File: src/rtl/step_ctrl_pkg.sv
// Shared types and default timing constants for the stepper ramp controller.
package step_ctrl_pkg;

    localparam int unsigned N_W   = 17;
    localparam int unsigned DIV_W = 16;

    localparam logic [N_W-1:0]   N_START_DEF   = 17'd8333;
    localparam logic [N_W-1:0]   N_MIN_DEF     = 17'd1000;
    localparam logic [N_W-1:0]   RAMP_STEP_DEF = 17'd16;
    localparam logic [DIV_W-1:0] RAMP_DIV_DEF  = 16'd5000;

    typedef enum logic [1:0] {
        ST_IDLE     = 2'd0,
        ST_RAMP     = 2'd1,
        ST_RUN      = 2'd2,
        ST_STOPPING = 2'd3
    } state_t;

    // Clamp by comparison only, so no intermediate can wrap.
    function automatic logic [N_W-1:0] clamp_n(input logic [N_W-1:0] v,
                                                input logic [N_W-1:0] lo,
                                                input logic [N_W-1:0] hi);
        if (v < lo)      return lo;
        else if (v > hi) return hi;
        else             return v;
    endfunction

endpackage

File: src/rtl/ramp_tick_div.sv
// Ramp-rate divider: counts 0..RAMP_DIV-1 while not cleared, ticks on the last count.
module ramp_tick_div
    import step_ctrl_pkg::*;
#(
    parameter logic [DIV_W-1:0] RAMP_DIV = RAMP_DIV_DEF
) (
    input  logic clk,
    input  logic rst,
    input  logic clear,
    output logic tick
);

    logic [DIV_W-1:0] cnt;

    assign tick = !clear && (cnt == RAMP_DIV - DIV_W'(1));

    always_ff @(posedge clk) begin
        if (rst || clear) begin
            cnt <= '0;
        end else if (tick) begin
            cnt <= '0;
        end else begin
            cnt <= cnt + DIV_W'(1);
        end
    end

endmodule

File: src/rtl/step_ramp_ctrl.sv
// Stepper period controller: accelerates/decelerates the pulse period toward a
// manual or tracker target, with a controlled stop back to the start period.
module step_ramp_ctrl
    import step_ctrl_pkg::*;
#(
    parameter logic [N_W-1:0]   N_START   = N_START_DEF,
    parameter logic [N_W-1:0]   N_MIN     = N_MIN_DEF,
    parameter logic [N_W-1:0]   RAMP_STEP = RAMP_STEP_DEF,
    parameter logic [DIV_W-1:0] RAMP_DIV  = RAMP_DIV_DEF
) (
    input  logic           clk,
    input  logic           rst,
    input  logic           avto,
    input  logic           start,
    input  logic           stop,
    input  logic [N_W-1:0] man_n,
    input  logic           tr_en,
    input  logic [N_W-1:0] tr_n,
    output logic [N_W-1:0] n,
    output logic           drv_en_SM,
    output logic [1:0]     state,
    output logic           busy
);

    state_t         st_q, st_nxt;
    logic [N_W-1:0] n_nxt;
    logic           drv_nxt;
    logic           mode_q, man_q;
    logic           man_run_c, run_c;
    logic [N_W-1:0] tgt_c, ramp_c, stop_c;
    logic           tick, div_clr_c;

    // Stop beats start; the latch's next value feeds run so a start pulse acts at once.
    assign man_run_c = !stop && (start || man_q);
    assign run_c     = (mode_q ? tr_en : man_run_c) && (avto == mode_q);
    assign tgt_c     = clamp_n(mode_q ? tr_n : man_n, N_MIN, N_START);
    assign div_clr_c = (st_q == ST_IDLE);

    // Differences are only formed on the side where they cannot underflow.
    assign ramp_c = (n > tgt_c) ? ((n - tgt_c > RAMP_STEP) ? n - RAMP_STEP : tgt_c)
                                : ((tgt_c - n > RAMP_STEP) ? n + RAMP_STEP : tgt_c);
    assign stop_c = (N_START - n <= RAMP_STEP) ? N_START : n + RAMP_STEP;

    ramp_tick_div #(
        .RAMP_DIV(RAMP_DIV)
    ) u_div (
        .clk  (clk),
        .rst  (rst),
        .clear(div_clr_c),
        .tick (tick)
    );

    always_ff @(posedge clk) begin
        if (rst) begin
            mode_q <= avto;
            man_q  <= 1'b0;
        end else begin
            if (st_q == ST_IDLE) mode_q <= avto;
            man_q <= !mode_q && man_run_c;
        end
    end

    always_ff @(posedge clk) begin
        if (rst) begin
            st_q      <= ST_IDLE;
            n         <= N_START;
            drv_en_SM <= 1'b0;
            busy      <= 1'b0;
        end else begin
            st_q      <= st_nxt;
            n         <= n_nxt;
            drv_en_SM <= drv_nxt;
            busy      <= drv_nxt;
        end
    end

    always_comb begin
        st_nxt = st_q;
        case (st_q)
            ST_IDLE: begin
                if (run_c) st_nxt = ST_RAMP;
            end
            ST_RAMP: begin
                if (!run_c)            st_nxt = ST_STOPPING;
                else if (n == tgt_c)   st_nxt = ST_RUN;
            end
            ST_RUN: begin
                if (!run_c)            st_nxt = ST_STOPPING;
                else if (n != tgt_c)   st_nxt = ST_RAMP;
            end
            ST_STOPPING: begin
                if (run_c)                          st_nxt = ST_RAMP;
                else if (tick && stop_c == N_START) st_nxt = ST_IDLE;
            end
            default: st_nxt = ST_IDLE;
        endcase
    end

    // Period only moves on divider ticks; run requests suppress the stop step.
    always_comb begin
        n_nxt   = n;
        drv_nxt = (st_nxt != ST_IDLE);
        case (st_q)
            ST_RAMP:     if (run_c && tick)  n_nxt = ramp_c;
            ST_STOPPING: if (!run_c && tick) n_nxt = stop_c;
            default:     n_nxt = n;
        endcase
    end

    assign state = st_q;

endmodule

File: config.mk
export PLATFORM = sky130hd
export DESIGN_NAME = step_ramp_ctrl
export DESIGN_NICKNAME = d
export VERILOG_FILES = /design/src/rtl/step_ctrl_pkg.sv /design/src/rtl/ramp_tick_div.sv /design/src/rtl/step_ramp_ctrl.sv
export SDC_FILE = /design/constraint.sdc
export NUM_CORES = 1
export LEC_CHECK = 0
export BUFFER_PORTS_ARGS = -buffer_cell sky130_fd_sc_hd__buf_4
export CELL_PAD_IN_SITES_DETAIL_PLACEMENT = 2
export CELL_PAD_IN_SITES_GLOBAL_PLACEMENT = 2
export CORE_ASPECT_RATIO = 0.5
export CORE_MARGIN = 10
export CORE_UTILIZATION = 34
export CTS_CLUSTER_SIZE = 16
export DETAILED_ROUTE_END_ITERATION = 12
export GPL_TIMING_DRIVEN = 1
export PLACE_DENSITY = 0.84
export SLEW_MARGIN = 25
export SYNTH_ARGS = -nofsm -noshare
export SYNTH_HDL_FRONTEND = slang
export SYNTH_SLANG_ARGS = --single-unit
File: constraint.sdc
create_clock -name clk -period 7.4 [get_ports clk]
set_input_delay 1.11 -clock clk [delete_from_list [all_inputs] [get_ports clk]]
set_output_delay 1.11 -clock clk [all_outputs]
set_load 0.02 [all_outputs]
==> flow_summary.ini <==
[logic_synthesis]
synthTopCellsByArea = dfxtp_1, ha_1, nor2_1
netlist_area_mm2 = 0.005360
yosys_warnings = 0
synth_common_cells = nor2_1, nand2_1, a21oi_1, dfxtp_1, o21ai_0
synth_top_area_share_pct = 13.82
avgSynthCellArea_um2 = 7.137
synth_ff_type = dfxtp_1
yosysSeqAreaShare_pct = 14.38
syn_inst = 751
synth_top_cell_by_area = dfxtp_1
synth-edff-count = 1
ys_ff_latch = 38
synth.most_common_cell = nor2_1
async_reset_ff_share_pct = 0
synth_cell_types = 86

[min_path]
hold_start = u_div.cnt[0]$_SDFF_PP0_
holdPathEnd = u_div.cnt[0]$_SDFF_PP0_
hold_depth = 1
hp-class = register to register

[power_and_ir_drop]
p_clk_share_pct = 38.2
p_leak_nw = 2.530
power.density_mw_per_mm2 = 124.8
internal_power_uw = 504.3
seqPwrFrac_pct = 28.2
swShare_pct = 34.14
p_comb_share_pct = 33.6
p_sw_uw = 261.3
p_total_uw = 765.6
vdd_drop_max_uv = 86.06

[global_route]
grt_pass1_vias = 6684
grt_use_total_pct = 22.74
grt_max_degree = 24
grt_pass1_wl_mm = 39.05
antenna_found_initial = 0
gr-total-overflow = 0

[timing]
fin_hold_ws_ns = 0.4703
period_share_pct = 94.01
slew_headroom_pct = 37.95
fin_crit_ns = 6.957
rsz0062_at_grt = no
fin_skew_ns = 0.007165
worstMarginPinSlew_ns = 0.9222
slew_violations = 0
fin_setup_tns_ns = 0
fmax_mhz = 143.7
hold_violations = 0
setup_viol = 0

[critical_path]
r2r_setup_slack_ns = 0.47
r2r_cells = 20
crit_arrival_ns = 7.16
worstSetupPathType = primary input to register
required_ns = 7.60
endpoint_kind = register
path_cells = buf_4 > nor4b_1 > o21bai_1 > nor2_1 > a21o_1 > nand2_1 > nor3_1 > ha_1 > nor2b_1 > o211a_1 > o31ai_2 > nand2_1 > a32oi_1 > o22ai_2 > a2111oi_0 > o22ai_1 > nor3_4 > nand2b_1 > o221ai_1 > a221oi_2
cp_slowest_cell = nor4b_1
r2r_end = n[12]$_SDFFE_PP0P_
start_kind = primary input
cp_max_fo = 9
cp_common_cell = nand2_1
r2r-start = mode_q$_DFFE_PP_
cpPeakStageDelay_ns = 0.52

[route]
drc = 0
vias_per_cell = 6.336
avgRoutedWirePerCell_um = 24.94
routed_wl_mm = 24.69
first_pass_iters = 5
drt_iter0_drc = 460
detail-route-antenna-nets = 0
vias = 6273

[floorplan]
floorplan.initialDensity_pct = 34.77
rows = 32
io_pins = 61
core_area_mm2 = 0.01541
fp.dieW_um = 197.6
die_area_mm2 = 0.02149
die_h_um = 108.8

[cells_and_area]
nets = 859
fillers = 1805
multi_input_area_mm2 = 0.004254
syn_to_final_growth_pct = 14.47
drive_gt1_share_pct = 14.14
seq_area_um2 = 770.7
final_area_mm2 = 0.006136
fin_util_pct = 39.81

[place]
port_buffers = 60
dpl_cell_area_mm2 = 0.005923
place.gp.congestion = 0.9342
dp_hpwl_mm = 19.50

[clock_tree]
ctsHtreeMaxLevel = 2
clockBufferDepth = 2
cts_tree = done
cts_buffers = 5
clk_pin_slew_ns = 0.07
clock_latency_ns = 0.29
clock_sinks = 38
holdBufCountCts = 0
ctsRootBufferMaster = clkbuf_16

[outcome]
status = finished, final reports clean

[job]
maxCapViolCount = 0
## per-stage QoR
step           instances  worst slack, ns
2_1_floorplan        754            1.607
3_3_place_gp         980           0.3773
3_5_place_dp         980           0.2179
4_1_cts              988           0.3535
5_1_grt              989          0.02355
6_report             990           0.4432
## critical path: cells and delay by family
family	cells	cell delay, ns
buffers and inverters	1	0.11
adders and majority gates	1	0.39
AOI/OAI and AO/OA	10	2.90
and+or+nand+nor	8	2.62
## flip-flops by register name, summed over array words and instances (netlist names)
register   cells
n             17
u_div.cnt     16
state          2
busy           1
man_q          1
mode_q         1
## worst max path at each step
stage | startpoint | to | slack (ns) | cells past startpoint
finish | tr_n[12] | n[12]$_SDFFE_PP0P_ | 0.44 | 20
detailed placement | tr_n[12] | n[12]$_SDFFE_PP0P_ | 0.22 | 20
global route | tr_n[12] | n[12]$_SDFFE_PP0P_ | 0.02 | 20
CTS | mode_q$_DFFE_PP_ | n[8]$_SDFFE_PP0P_ | 0.35 | 20
floorplan | tr_n[12] | n[14]$_SDFFE_PP0P_ | 1.61 | 22
global placement | tr_n[12] | n[12]$_SDFFE_PP0P_ | 0.38 | 20
## power by group through the flow
stage | registers (mW) | clock network [mW] | logic [mW]
floorplan | 0.219 | 0 | 0.168
global placement | 0.222 | 0 | 0.236
detailed placement | 0.222 | 0 | 0.246
CTS | 0.218 | 0.297 | 0.248
global route | 0.217 | 0.307 | 0.278
finish | 0.216 | 0.293 | 0.257
## cells by family (layout without fill, tap and decap cells)
kind of cell / after synthesis / count (layout) / synth area share [%]
buffers and inverters: 83 / 114 / 6.559
other: 2 / 6 / 0.1401
AND/OR/NAND/NOR: 301 / 301 / 29.58
flip-flops: 38 / 38 / 14.38
XOR/XNOR: 43 / 43 / 7.026
adder cells (fa/ha/maj): 35 / 35 / 8.170
multiplexers: 19 / 19 / 3.688
AO/OA/AOI/OAI: 230 / 230 / 30.46
## repair_timing
item / CTS / global route
setup endpoints to repair: 0 / 15
buffers inserted: 0 / 1
gates resized for setup: 0 / 1
## layout by cell type, fill, tap and decap left out, drive strengths merged, types with 7 or more instances in the layout
cell	synthesis	routed
xor2	15	15
a221oi	8	8
or3	11	11
nand2	62	62
a31oi	10	10
and2	16	16
nor2b	13	13
and3	19	19
ha	35	35
inv	36	36
a21oi	47	47
o221ai	7	7
o31ai	11	11
nand4	10	10
nor2	71	71
mux2i	13	13
nand3	31	31
dfxtp	37	37
a21o	13	13
buf	12	68
o21a	8	8
o21ai	38	38
o22ai	7	7
a211oi	15	15
nor4	14	14
nor3	26	26
o211ai	7	7
xnor2	28	28
## per-layer routing
layer  GRT usage (%)  share of wire, %  vias to the layer above
li1                -                 -                     2860
met1           30.13                47                     3210
met2           38.78                47                      175
met3           3.106               5.3                       28
met4           4.905               1.3                        0
met5               0                 0                        -
## cell type report
class	instances	share of cell area [%]
clock buffer	5	2.039
inverter	38	2.365
sequential	38	12.56
multi-input combinational	633	69.33
timing repair buffer	68	8.381
clock inverter	3	1.122
antenna	1	0.04078
tap	204	4.160
Note: power is estimated with default switching activity, not from simulation.
